[src/rtl/mem_port_arbiter.sv]
// Shares one single-ported memory between the fetch (imem) and data (dmem) ports.
// One transaction in flight; responses are routed back to the requester that issued them.
module mem_port_arbiter #(
  parameter int unsigned RR       = 0,
  parameter int unsigned MAX_WAIT = 4
) (
  input  logic        clk,
  input  logic        rst,
  input  logic        imemreq_val,
  output logic        imemreq_rdy,
  input  logic [31:0] imemreq_addr,
  output logic        imemresp_val,
  output logic [31:0] imemresp_data,
  input  logic        dmemreq_val,
  output logic        dmemreq_rdy,
  input  logic        dmemreq_type,
  input  logic [31:0] dmemreq_addr,
  input  logic [31:0] dmemreq_wdata,
  output logic        dmemresp_val,
  output logic [31:0] dmemresp_data,
  output logic        memreq_val,
  input  logic        memreq_rdy,
  output logic        memreq_type,
  output logic [31:0] memreq_addr,
  output logic [31:0] memreq_wdata,
  input  logic        memresp_val,
  input  logic [31:0] memresp_data,
  output logic [1:0]  trace_grant
);

  localparam int unsigned CNT_W = 4;
  localparam logic [CNT_W-1:0] WAIT_LIM = CNT_W'(MAX_WAIT);
  localparam bit RR_MODE = (RR != 0);

  typedef enum logic [1:0] {
    IDLE   = 2'd0,
    BUSY_I = 2'd1,
    BUSY_D = 2'd2
  } state_t;

  state_t           state;
  logic [CNT_W-1:0] starve_cnt;
  logic             last_d;     // 1 when dmem was the most recent fired winner
  logic             grant_i;
  logic             grant_d;
  logic             fire_i;
  logic             fire_d;

  // Winner selection; grants are only meaningful while IDLE
  always_comb begin
    grant_i = 1'b0;
    grant_d = 1'b0;
    if (state == IDLE) begin
      if (imemreq_val && !dmemreq_val) begin
        grant_i = 1'b1;
      end else if (dmemreq_val && !imemreq_val) begin
        grant_d = 1'b1;
      end else if (imemreq_val && dmemreq_val) begin
        if (starve_cnt == WAIT_LIM) begin
          grant_i = 1'b1;
        end else if (!RR_MODE) begin
          grant_d = 1'b1;
        end else if (last_d) begin
          grant_i = 1'b1;
        end else begin
          grant_d = 1'b1;
        end
      end
    end
    fire_i = grant_i & memreq_rdy;
    fire_d = grant_d & memreq_rdy;
  end

  // Request steering and response routing
  always_comb begin
    memreq_val    = grant_i | grant_d;
    memreq_type   = grant_d & dmemreq_type;
    memreq_addr   = grant_d ? dmemreq_addr : (grant_i ? imemreq_addr : 32'd0);
    memreq_wdata  = grant_d ? dmemreq_wdata : 32'd0;
    imemreq_rdy   = fire_i;
    dmemreq_rdy   = fire_d;
    imemresp_val  = (state == BUSY_I) & memresp_val;
    dmemresp_val  = (state == BUSY_D) & memresp_val;
    imemresp_data = imemresp_val ? memresp_data : 32'd0;
    dmemresp_data = dmemresp_val ? memresp_data : 32'd0;
    trace_grant   = 2'b00;
    case (state)
      IDLE:    trace_grant = {grant_d, grant_i};
      BUSY_I:  trace_grant = 2'b01;
      BUSY_D:  trace_grant = 2'b10;
      default: trace_grant = 2'b00;
    endcase
  end

  // Ownership state, starvation counter and last-grant memory
  always_ff @(posedge clk) begin
    if (rst) begin
      state      <= IDLE;
      starve_cnt <= '0;
      last_d     <= 1'b0;
    end else begin
      case (state)
        IDLE: begin
          if (fire_i) begin
            state  <= BUSY_I;
            last_d <= 1'b0;
          end else if (fire_d) begin
            state  <= BUSY_D;
            last_d <= 1'b1;
          end
          if (!imemreq_val || fire_i) begin
            starve_cnt <= '0;
          end else if (starve_cnt != WAIT_LIM) begin
            starve_cnt <= starve_cnt + CNT_W'(1);
          end
        end
        BUSY_I, BUSY_D: begin
          if (memresp_val) state <= IDLE;
        end
        default: state <= IDLE;
      endcase
    end
  end

endmodule

[config.mk]
export PLATFORM = sky130hd
export DESIGN_NAME = mem_port_arbiter
export DESIGN_NICKNAME = d
export VERILOG_FILES = /design/src/rtl/mem_port_arbiter.sv
export SDC_FILE = /design/constraint.sdc
export NUM_CORES = 1
export LEC_CHECK = 0
export ABC_CLOCK_PERIOD_IN_PS = 1800
export BUFFER_PORTS_ARGS = -buffer_cell sky130_fd_sc_hd__buf_4
export CAP_MARGIN = 5
export CORE_AREA = 2 2 105 107
export CTS_BUF_LIST = sky130_fd_sc_hd__clkbuf_4 sky130_fd_sc_hd__clkbuf_8
export CTS_CLUSTER_SIZE = 20
export DETAILED_ROUTE_END_ITERATION = 6
export DIE_AREA = 0 0 107 109
export PLACE_DENSITY_LB_ADDON = 0.15
export SETUP_SLACK_MARGIN = 0.5
export SLEW_MARGIN = 20
export SYNTH_ARGS = -nofsm -noshare
export SYNTH_HDL_FRONTEND = slang
export SYNTH_SLANG_ARGS = --single-unit
[constraint.sdc]
create_clock -name clk -period 1.8 [get_ports clk]
set_input_delay 0.36 -clock clk [delete_from_list [all_inputs] [get_ports clk]]
set_output_delay 0.36 -clock clk [all_outputs]
set_load 0.005 [all_outputs]
* After elaboration in Yosys (flattened, before gate mapping)
Cells that the tools add are included.
Operators by class: $add $sub $neg 1, equal/unequal tests 6, multiplexer cells 22, bitwise gates (word level) 6, reductions and logical operators 11
Operator list (number):
- 32-bit 2-to-1 mux | 5
- 1-bit 2-to-1 mux | 10
- 4-bit 2-to-1 mux | 2
- 2-bit 2-to-1 mux | 3
- 2-bit one-hot mux with 3 select lines | 1
- 1-bit AND | 5
- 4-bit by 1-bit adder with 4-bit output (second input constant) | 1
- 4-bit by 3-bit == test with 1-bit output (second input constant) | 1
- 4-bit by 3-bit != test with 1-bit output (second input constant) | 1
- 2-bit one-hot mux with 2 select lines | 1
- 2-bit AND reduction | 2
- 1-bit logical AND | 3
- 3-bit != test (second input constant) | 1
- 2-bit by 1-bit == test with 1-bit output (second input constant) | 1
- 2-bit == test (second input constant) | 1
- 1-bit logical NOT | 2
- 2-bit logical NOT | 1
- 2-bit != test (second input constant) | 1
- 2-bit nonzero test | 1
- 2-bit OR reduction | 1
- 1-bit logical OR | 1
- 1-bit bitwise OR | 1
Storage, ports and cells: register bits 6, input port bits 135, output and inout port bits 136, word-level logic and storage cells 48

* Depth between registers and ports, before layout
depth in word-level cells 10, depth in mapped cells 7, depth with buffers taken out 6

* Least setup slack after synthesis
Ideal clock, no wire load.
path kind reg-to-output, from register state[1], to output port memreq_wdata[10], arrival 1.562 ns, required time 1.440 ns, path slack -0.122 ns, stages on the path, launching flop included 8, path buffers 3, path through dfxtp_1 inv_1 ha_1 clkbuf_1 and3_1 buf_2 clkbuf_1 and2_1
Between the ends: cells in the longest elaborated chain, start to end 3
Ends and longest elaborated chain:
- start, declared | line 41 | state_t state;
- start signal, assigned | line 98 | state <= IDLE;
- start signal, assigned | line 105 | state <= BUSY_I;
- start signal, assigned | line 108 | state <= BUSY_D;
- 2-bit logical NOT | line 53 | if (state == IDLE) begin
- 1-bit 2-to-1 mux | line 53
- 32-bit 2-to-1 mux | line 79 | memreq_wdata = grant_d ? dmemreq_wdata : 32'd0;
- end, declared | line 25 | output logic [31:0] memreq_wdata,
Every way passes these cells.

* Worst setup path in the final report
from register starve_cnt[1], to output port memreq_addr[3]
Between the ends: cells in the longest elaborated chain, start to end 8, elaborated cells between the ends (all ways) 13, classes of those cells eq/ne (1); mux (12)
Ends and longest elaborated chain:
- start, declared | line 42 | logic [CNT_W-1:0] starve_cnt;
- start signal, assigned | line 114 | starve_cnt <= starve_cnt + CNT_W'(1);
- 4-bit by 3-bit == test with 1-bit output * | line 59 | if (starve_cnt == WAIT_LIM) begin
- 1-bit 2-to-1 mux | line 59
- 1-bit 2-to-1 mux | line 58 | end else if (imemreq_val && dmemreq_val) begin
- 1-bit 2-to-1 mux | line 56 | end else if (dmemreq_val && !imemreq_val) begin
- 1-bit 2-to-1 mux | line 54 | if (imemreq_val && !dmemreq_val) begin
- 1-bit 2-to-1 mux | line 53
- 32-bit 2-to-1 mux | line 78 | memreq_addr = grant_d ? dmemreq_addr : (grant_i ? imemreq_addr : 32'd0);
- 32-bit 2-to-1 mux * | line 78
- end, declared | line 24 | output logic [31:0] memreq_addr,
Every way passes the cells marked *; elsewhere a longest branch is shown, timed or not.

==> results.yml <==
status:
  status: "finished, violations left"
  violations: "negative setup slack"
power_and_ir_drop:
  switching_power_w: 0.000522
  power_frac_comb_pct: 77.4
  powerDensity_nw_per_um2: 303
  swShare_pct: 33.5
  clock_power_share_pct: 13.1
  power_w: 0.00156
  p_int_w: 0.00104
  pwr-share-seq_pct: 9.4
  p_leak_nw: 2.49
  ir_drop_v: 0.000157
finish:
  stdcell_area_um2: 5150
  final_core_util_pct: 48.6
  layout_common_cells: "buf_4, buf_6, and3_4, a22o_1, and2_1"
  fillers: 986
  areaGrowthSynthToFinish_pct: 251
  multi_input_area_um2: 1740
  antenna_cells_inserted: 0
  final_common_cell: "buf_4"
  area.sequential_um2: 130
  drive_gt1_share_pct: 83.2
  final_nets: 648
setup_path:
  critPathRequiredTime_ns: 1.44
  cp-start-kind: "flop"
  crit_arrival_ns: 1.68
  timing.critical_path.cells: "inv_2 -> ha_4 -> nand4b_1 -> and3_4 -> buf_16 -> a22o_1 -> buf_4"
  cp_slowest_cell: "dfxtp_2"
  crit_type: "reg2out"
  ff2ff_path_depth: 6
  path_max_fanout: 16
  cp_slowest_stage_delay_ns: 0.31
  end_kind: "primary output"
  r2r_slack_ns: 0.16
sta:
  timing.setup.tns_ns: -16.20
  whs_ns: 0.348
  worst_pin_slew_ns: 0.311
  final.min_clock_period_ns: 2.04
  finalSetupViolCount: 101
  setup_slack_ns: -0.239
  rsz0062_at_grt: "true"
  slew_headroom_pct: 79.1
  finClkSkew_ns: 0.00345
  finalMaxSlewViolations: 0
  hold_viol: 0
  period_share_pct: 113
  max_freq_mhz: 491
floorplan:
  dieArea_um2: 11700
  ios: 271
  core_um2: 10600
  initial_utilization_pct: 13.8
  die_y_um: 109
  rows: 38
  die_w_um: 107
route:
  first_pass_iters: 4
  drc: 0
  vias: 2937
  ant_nets: 0
  wire_per_inst_um: 18.4
  viasPerCell: 4.55
  drt_iter0_markers: 161
  drt_wl_total_um: 11900
clock_tree:
  clock_sink_count: 6
  cts.path.max_buffers: 2
  clock_latency_ns: 0.23
  clk_pin_slew_worst_paths_ns: 0.04
  cts_buffers: 3
  h-tree-depth: 1
  cts_tree: "built"
  cts_hold_buf: 0
  cts_root_buf: "clkbuf_8"
global_route:
  grt_pass1_vias: 2714
  grt_max_degree: 63
  grt_usage_pct: 17.0
  antenna_found_initial: 0
  grt_pass1_wl_um: 15400
  overflow: 0
synth:
  yosys-top-cells-area: "and3_1, a22o_1, and2_1, dfxtp_1, clkbuf_1"
  ys_types: 29
  synthCells: 214
  netlist.area_leader.share_pct: 27.7
  synth_seq_area_share_pct: 8.19
  yosysWarnings: 0
  syn_area_um2: 1470
  synth_area_leader_cell: "and3_1"
  yosys_register_bits: 6
  avgSynthCellArea_um2: 6.85
  synth_nets: 354
placement:
  gp_congestion: 0.770
  placed_area_um2: 3780
  dp.final_hpwl_um: 8010
  portBuffers: 270
min_path:
  whs_path_depth: 2
  hold_class: "in2reg"
flow_run:
  max_cap_viol_count: 0
[cells in the mapped netlist]
library cell and n:
and2_1 35, nand4b_1 1, and3b_1 1, and3_1 65, nand3_1 5, or4_1 1
nor4_1 1, a211oi_1 2, dfxtp_1 6, mux2i_1 2, a22o_1 32, clkbuf_1 20
mux2_2 2, a31oi_1 1, a21oi_2 1, nand2_1 3, a2111oi_0 1, a31o_2 1
nor2_1 5, nor2b_1 1, nand2b_1 1, inv_1 6, ha_1 5, a21boi_0 2
a21oi_1 5, o21ai_0 2, buf_2 5, nand3b_1 1, o2111ai_1 1
[per-stage QoR]
stage	cells	worst slack [ns]
2_1_floorplan	214	0.124
3_3_place_gp	612	0.0517
3_5_place_dp	612	0.0136
4_1_cts	630	-0.228
5_1_grt	646	-0.300
6_report	646	-0.239
[power by group through the flow]
| stage | clock network, W | registers [W] | logic [W] |
|---|---|---|---|
| final | 0.000205 | 0.000147 | 0.00121 |
| after global routing | 0.000219 | 0.000147 | 0.00128 |
| after CTS | 0.000209 | 0.000147 | 0.00106 |
| after detailed placement | 0 | 0.000147 | 0.000900 |
| after global placement | 0 | 0.000147 | 0.000895 |
| after floorplan | 0 | 0.000148 | 0.000327 |
[what timing repair did]
action / CTS / global route
hold endpoints to repair: 0 / 0
gates resized for setup: 111 / 95
pin swaps: 25 / 41
setup buffers: 8 / 14
cloned: 7 / 2
setup endpoints to repair: 141 / 142
[area by class of cell]
type | instances | area share, %
Inverter | 6 | 0.632
Tap cell | 140 | 3.40
Timing Repair Buffer | 314 | 58.9
Clock buffer | 3 | 0.802
Multi-Input combinational cell | 177 | 33.8
Sequential cell | 6 | 2.53
[registers in the layout, summed over array words and instances, names as in the netlist]
signal / cells
state: 2
starve_cnt: 4
[path summary, 6_finish.rpt]
kind,from,to
worst max-delay path,starve_cnt[1]$_SDFFE_PP0P_,memreq_addr[3]
worst min-delay path,rst,starve_cnt[0]$_SDFFE_PP0P_
worst max register to register,state[1]$_SDFFE_PP0P_,starve_cnt[3]$_SDFFE_PP0P_
worst min register to register,starve_cnt[3]$_SDFFE_PP0P_,starve_cnt[3]$_SDFFE_PP0P_
[cells by family after synthesis]
kind of cell | after synthesis | synth area share [%]
simple gates | 120 | 49.9
fa+ha+maj | 5 | 4.27
flops | 6 | 8.19
mux | 4 | 2.90
compound gates | 48 | 26.4
buf+inv | 31 | 8.36
[critical path: cells and delay by family, from the launching register on]
family,cells,cell delay (ns)
flip-flops,1,0.31
AND/OR/NAND/NOR,2,0.40
buffers and inverters,3,0.36
AO/OA/AOI/OAI,1,0.24
adder cells (fa/ha/maj),1,0.13
[metal layers]
layer | wire length, um | vias up | track usage [%]
met5 | 0 | - | 0
met4 | 112 | 0 | 3.15
met3 | 1040 | 10 | 4.48
met2 | 6330 | 163 | 31.9
met1 | 4430 | 1379 | 19.4
li1 | - | 1385 | -
Power figures use the tool's default switching activity.
